===== config.mk =====
export PLATFORM = sky130hd
export DESIGN_NAME = p0011_scan_ctrl
export DESIGN_NICKNAME = d
export VERILOG_FILES = /design/src/rtl/p0011_pkg.sv /design/src/rtl/p0011_win_addr.sv /design/src/rtl/p0011_scan_ctrl.sv
export SDC_FILE = /design/constraint.sdc
export NUM_CORES = 1
export LEC_CHECK = 0
export CORE_MARGIN = 2
export CORE_UTILIZATION = 60
export DETAILED_ROUTE_END_ITERATION = 7
export DONT_BUFFER_PORTS = 1
export GPL_TIMING_DRIVEN = 0
export MAX_ROUTING_LAYER = met4
export PLACE_DENSITY = 0.85
export SYNTH_ARGS = -nofsm -noshare
export SYNTH_HDL_FRONTEND = slang
export SYNTH_SLANG_ARGS = --single-unit

===== constraint.sdc =====
create_clock -name clk -period 5.2 [get_ports clk]
set_input_delay 0.26 -clock clk [delete_from_list [all_inputs] [get_ports clk]]
set_output_delay 0.26 -clock clk [all_outputs]
set_load 0.05 [all_outputs]

===== src/rtl/p0011_pkg.sv =====
// p0011_pkg: shared state, direction encoding and defaults for the Problem 11 scan controller.
package p0011_pkg;
    localparam int N_DEF = 20;
    localparam int W_DEF = 8;
    localparam int MAX_DEF = 99;
    localparam logic [1:0] DIR_RIGHT = 2'd0, DIR_DOWN = 2'd1, DIR_DR = 2'd2, DIR_DL = 2'd3;
    typedef enum logic [2:0] {S_IDLE, S_ADV, S_RD, S_LAST, S_CMP, S_DONE, S_ERR} state_t;
endpackage


===== src/rtl/p0011_win_addr.sv =====
// p0011_win_addr: row-major address of cell k of window (r, c, d) and whether that window fits the grid.
module p0011_win_addr import p0011_pkg::*; #(
    parameter int N = N_DEF,
    parameter int ADDR_W = $clog2(N*N),
    parameter int IW = $clog2(N)
) (
    input  logic [IW-1:0] r,
    input  logic [IW-1:0] c,
    input  logic [1:0] d,
    input  logic [1:0] k,
    output logic [ADDR_W-1:0] addr,
    output logic ok
);
    int row, col;
    logic r_ok, c_ok;
    always_comb begin
        r_ok = int'(r) <= N - 4;
        c_ok = int'(c) <= N - 4;
        row = int'(r) + (d == DIR_RIGHT ? 0 : int'(k));
        col = int'(c) + (d == DIR_DOWN ? 0 : d == DIR_DL ? -int'(k) : int'(k));
        addr = ADDR_W'(row * N + col);
        ok = d == DIR_RIGHT ? c_ok : d == DIR_DOWN ? r_ok : d == DIR_DR ? r_ok && c_ok : r_ok && int'(c) >= 3;
    end
endmodule


===== src/rtl/p0011_scan_ctrl.sv =====
// p0011_scan_ctrl: start/done-driven scan of every 4-cell window of an N x N ROM grid,
// one shared multiplier, tracking the maximum product and where it was found.
module p0011_scan_ctrl import p0011_pkg::*; #(
    parameter int N = N_DEF,
    parameter int W = W_DEF,
    parameter int MAX_VAL = MAX_DEF,
    parameter int ADDR_W = $clog2(N*N)
) (
    input  logic clk,
    input  logic rst_n,
    input  logic start,
    output logic [ADDR_W-1:0] rom_addr,
    input  logic [W-1:0] rom_data,
    output logic [4*W-1:0] result,
    output logic [ADDR_W-1:0] best_addr,
    output logic [1:0] best_dir,
    output logic busy,
    output logic done,
    output logic error
);
    localparam int IW = $clog2(N);
    localparam int AW = 4 * W;
    state_t state, next;
    logic [IW-1:0] r, c, nr, nc;
    logic [1:0] d, k, nd;
    logic [AW-1:0] acc, prod;
    logic [ADDR_W-1:0] win, addr_q;
    logic ok, last, bad, go;

    p0011_win_addr #(.N(N), .ADDR_W(ADDR_W), .IW(IW)) u_win (
        .r(r), .c(c), .d(d), .k(k), .addr(win), .ok(ok)
    );

    always_comb begin
        go = start && (state == S_IDLE || state == S_DONE || state == S_ERR);
        last = int'(r) == N - 1 && int'(c) == N - 1 && d == DIR_DL;
        bad = int'(rom_data) > MAX_VAL;
        prod = acc * AW'(rom_data);
        nd = d + 2'd1;
        nc = d == DIR_DL ? (int'(c) == N - 1 ? '0 : c + IW'(1)) : c;
        nr = d == DIR_DL && int'(c) == N - 1 ? r + IW'(1) : r;
    end

    always_ff @(posedge clk)
        state <= !rst_n ? S_IDLE : next;

    always_comb begin
        next = state;
        case (state)
            S_IDLE, S_DONE, S_ERR: next = start ? S_ADV : state;
            S_ADV:  next = ok ? S_RD : last ? S_DONE : S_ADV;
            S_RD:   next = k != 2'd0 && bad ? S_ERR : k == 2'd3 ? S_LAST : S_RD;
            S_LAST: next = bad ? S_ERR : S_CMP;
            S_CMP:  next = last ? S_DONE : S_ADV;
            default: next = S_IDLE;
        endcase
    end

    // rom_addr follows the window only while reading so it holds between windows
    always_comb
        rom_addr = state == S_RD ? win : addr_q;

    always_ff @(posedge clk) begin
        if (!rst_n) begin
            r <= '0; c <= '0; d <= '0; k <= '0;
            acc <= '0; addr_q <= '0;
            result <= '0; best_addr <= '0; best_dir <= '0;
            busy <= 1'b0; done <= 1'b0; error <= 1'b0;
        end else begin
            busy <= state == S_ADV || state == S_RD || state == S_LAST || state == S_CMP;
            done <= state == S_DONE && !go;
            error <= state == S_ERR && !go;
            if (go) begin
                r <= '0; c <= '0; d <= '0;
                result <= '0; best_addr <= '0; best_dir <= '0;
            end
            if (state == S_ADV) begin
                acc <= AW'(1);
                k <= '0;
                if (!ok) begin
                    r <= nr; c <= nc; d <= nd;
                end
            end
            if (state == S_RD) begin
                addr_q <= win;
                k <= k + 2'd1;
                if (k != 2'd0)
                    acc <= prod;
            end
            if (state == S_LAST)
                acc <= prod;
            // k has wrapped to 0 here, so win is the window's first cell
            if (state == S_CMP) begin
                if (acc > result) begin
                    result <= acc; best_addr <= win; best_dir <= d;
                end
                r <= nr; c <= nc; d <= nd;
            end
        end
    end
endmodule


==> out/qor.csv <==
stage,metric,value,unit
status,status,finished clean,
die,start_util,61.29,%
sta,slew_violations,0,
global_route,grt_util_all_layers,32.26,%
yosys,avgSynthCellArea,8.492,µm²
finish,nets,1809,
finish,drive_above_1_share,11.38,%
clocking,clkLatencyLatePin,0.37,ns
setup_path,critPathMaxFanout,10,
yosys,synth_most_common_cell,inv_1,
die,die_width,150.8,µm
setup_path,cp_cell_sequence,clkbuf_2 > clkbuf_2 > and2_1 > fa_1 > fa_1 > fa_1 > inv_1 > fa_1 > inv_1 > ha_2 > and4_1 > and2_4 > o221ai_1 > and2_1 > o21ai_0 > a21o_1 > a21oi_1 > xor2_1 > o21ai_1,
power,p_clk_share,40.4,%
route,drt_iter0_drc,985,
finish,area_delta_synth_final,6.893,%
setup_path,crit_required,5.44,ns
power,power.density,134.5,mW/mm²
yosys,synth_top_area_share,25.09,%
setup_path,critPathLaunchType,input port,
power,p_int,0.001264,W
clocking,cts_tree,built,
die,rows,53,
setup_path,cpPeakStageDelay,0.58,ns
clocking,clkTransAtPathRegs,0.08,ns
worst_hold_path,hold_path.class,input port to flop,
clocking,clkSinkCount,104,
yosys,ys.flop_type,dfxtp_1,
route,drt.antenna.violating_nets,0,
setup_path,crit_buf_inv,4,
placement,place_inst,1801,
finish,fill_cells,1667,
power,ir_drop,0.1425,mV
setup_path,end_kind,flop,
global_route,grt_pass1_wl,55.76,mm
power,switching_share,31.97,%
die,die_h,150.8,µm
global_route,grt_overflow,0,
yosys,synth_top_area_cell,fa_1,
sta,fin_skew,0.01223,ns
yosys,synthTopCellsByCount,"236 x inv_1, 192 x and2_1, 165 x nand2_1, 162 x fa_1, 104 x dfxtp_1",
yosys,async_flop_share,0,%
yosys,ys_seq_area_share,16.11,%
power,p_sw,0.0005943,W
setup_path,slowest_stage,fa_1,
power,combPwrFrac,15.8,%
placement,port_buffers,0,
clocking,clockRootBuffer,clkbuf_16,
route,drc,0,
route,drt-pass1-iter-count,6,
sta,fin_crit,5.092,ns
placement,place_congestion,0.9786,
sta,finalCritPeriodShare,97.92,%
power,p_seq_share,43.9,%
route,vias,10780,
setup_path,critPathTopFamily,adder cells,
yosys,synthesis.nets,1798,
global_route,grt_max_degree,21,
setup_path,crit_arrival,5.33,ns
clocking,cts.path.max_buffers,2,
sta,hold_violations,0,
route,wl_per_cell,18.80,µm
sta,setup_viol,0,
power,leakage,6.167,nW
run,cap_violations,0,
route,vias_per_cell,5.939,
yosys,synth.distinct_cells,54,
finish,layoutNonFillerInstCount,1815,
sta,rsz0062_at_grt,true,
global_route,grt_pass1_vias,11004,
sta,slew_headroom,25.84,%
placement,pre_cts_ws,-1.361,ns
clocking,htree_levels,3,
die,die_area,0.02273,mm²
global_route,antenna_found_initial,0,
clocking,numCtsBuffers,9,
die,pin_count,66,
route,finalWirelength,34.12,mm
yosys,synth_edf_count,0,
sta,worst_slew_pin_slew,1.112,ns
yosys,synthTopCellsByArea,"fa_1 25%, dfxtp_1 16%, ha_1 10%, and2_1 9.3%, inv_1 6.9%",
setup_path,crit_path_frequent_cell,fa_1,
die,core,0.02109,mm²
setup_path,critPathKind,input port to flop,
yosys,synthCells,1522,
clocking,ctsHoldBuffers,0,
sta,fmax,196.4,MHz
yosys,syn_area,0.01292,mm²
yosys,ys_ff_latch,104,
sta,setup_ws,0.1082,ns
yosys,yosysWarningCount,0,
placement,dp_hpwl,26.45,mm
==> per-stage QoR <==
stage | total power (W) | hold WS [ns] | utilization, % | area [µm²] | TNS [ns]
4_1_cts | 0.001847 | 0.01709 | 64.85 | 13670 | 0
3_3_place_gp | 0.001110 | 0.3850 | 62.92 | 13270 | -17.01
3_5_place_dp | 0.001117 | 0.3887 | 63.03 | 13290 | -18.13
5_1_grt | 0.001904 | 0.01953 | 65.49 | 13810 | -0.1889
6_report | 0.001859 | 0.01426 | 65.52 | 13820 | 0
2_1_floorplan | 0.001033 | 0.3817 | - | 12920 | 0
==> final timing paths <==
kind                    start          end  slack [ns]  depth (start not counted)
setup / recovery  rom_data[3]      acc[24]        0.11                         19
hold / removal          rst_n         c[3]        0.01                          1
setup reg to reg      acc[15]      acc[24]        0.12                         18
hold reg to reg          d[1]  best_dir[1]        0.55                          2
==> layout make-up <==
| class | count | area, µm² | area share (%) |
|---|---|---|---|
| Antenna cell | 2 | 5.005 | 0.03623 |
| Buffer | 76 | 436.7 | 3.161 |
| Clock buffer | 9 | 225.2 | 1.630 |
| Clock inverter | 7 | 101.3 | 0.7336 |
| Inverter | 236 | 885.9 | 6.412 |
| Multi-Input combinational cell | 1100 | 9654 | 69.88 |
| Sequential cell | 104 | 2126 | 15.39 |
| Tap cell | 275 | 344.1 | 2.490 |
| Timing Repair Buffer | 6 | 37.54 | 0.2717 |
==> state kept, by name (all words and copies together), names as in the netlist, 3 cells and up <==
name and count:
r 5, addr_q 9, best_addr 9, c 5, state 3, result 32, acc 32
==> kinds of logic after synthesis <==
logic type      after synthesis  share of synthesized area, %
compound gates              251                         12.69
fa+ha+maj                   265                         35.06
simple gates                532                         22.53
buf+inv                     318                         10.08
xor+xnor                     51                         3.456
mux                           1                       0.07745
flops                       104                         16.11
==> power by group through the flow <==
stage	registers [W]	logic (W)	clock network [W]
3_3_place_gp	0.000833	0.000278	0
6_report	0.000815	0.000293	0.000750
2_1_floorplan	0.000831	0.000202	0
3_5_place_dp	0.000833	0.000284	0
5_1_grt	0.000816	0.000316	0.000771
4_1_cts	0.000820	0.000284	0.000744
==> what timing repair did <==
item	CTS	global route
pin swaps	0	7
buffers inserted	0	2
setup endpoints to repair	19	16
resized for setup	38	56
==> per-layer routing <==
metal  wire length (µm)  global-route usage (%)
met5                  0                       -
met4               1341                   11.50
met3               3126                   7.861
met2              15890                   51.48
met1              13760                   40.25
==> placed cells by master, fill, tap and decap left out, types with 4 or more instances in the layout <==
master / n
xnor2_1: 32
o211ai_1: 4
clkbuf_2: 13
o21bai_1: 4
and3_1: 4
buf_4: 6
a21o_1: 19
a22oi_1: 4
a211oi_1: 5
o21ai_1: 7
clkbuf_1: 42
dfxtp_1: 89
nand2_1: 165
nor2b_1: 7
clkbuf_16: 9
o21ai_0: 46
and2_1: 191
a31oi_1: 11
ha_1: 98
a21oi_2: 41
dfxtp_2: 5
buf_12: 4
nand3_2: 40
or3_1: 11
o21a_1: 4
nand3_1: 31
fa_1: 162
xor2_1: 19
buf_6: 6
buf_2: 5
dfxtp_4: 10
inv_1: 236
ha_2: 5
a21oi_1: 77
nand4_1: 15
nor2_1: 50
(Power assumes the default switching activity.)
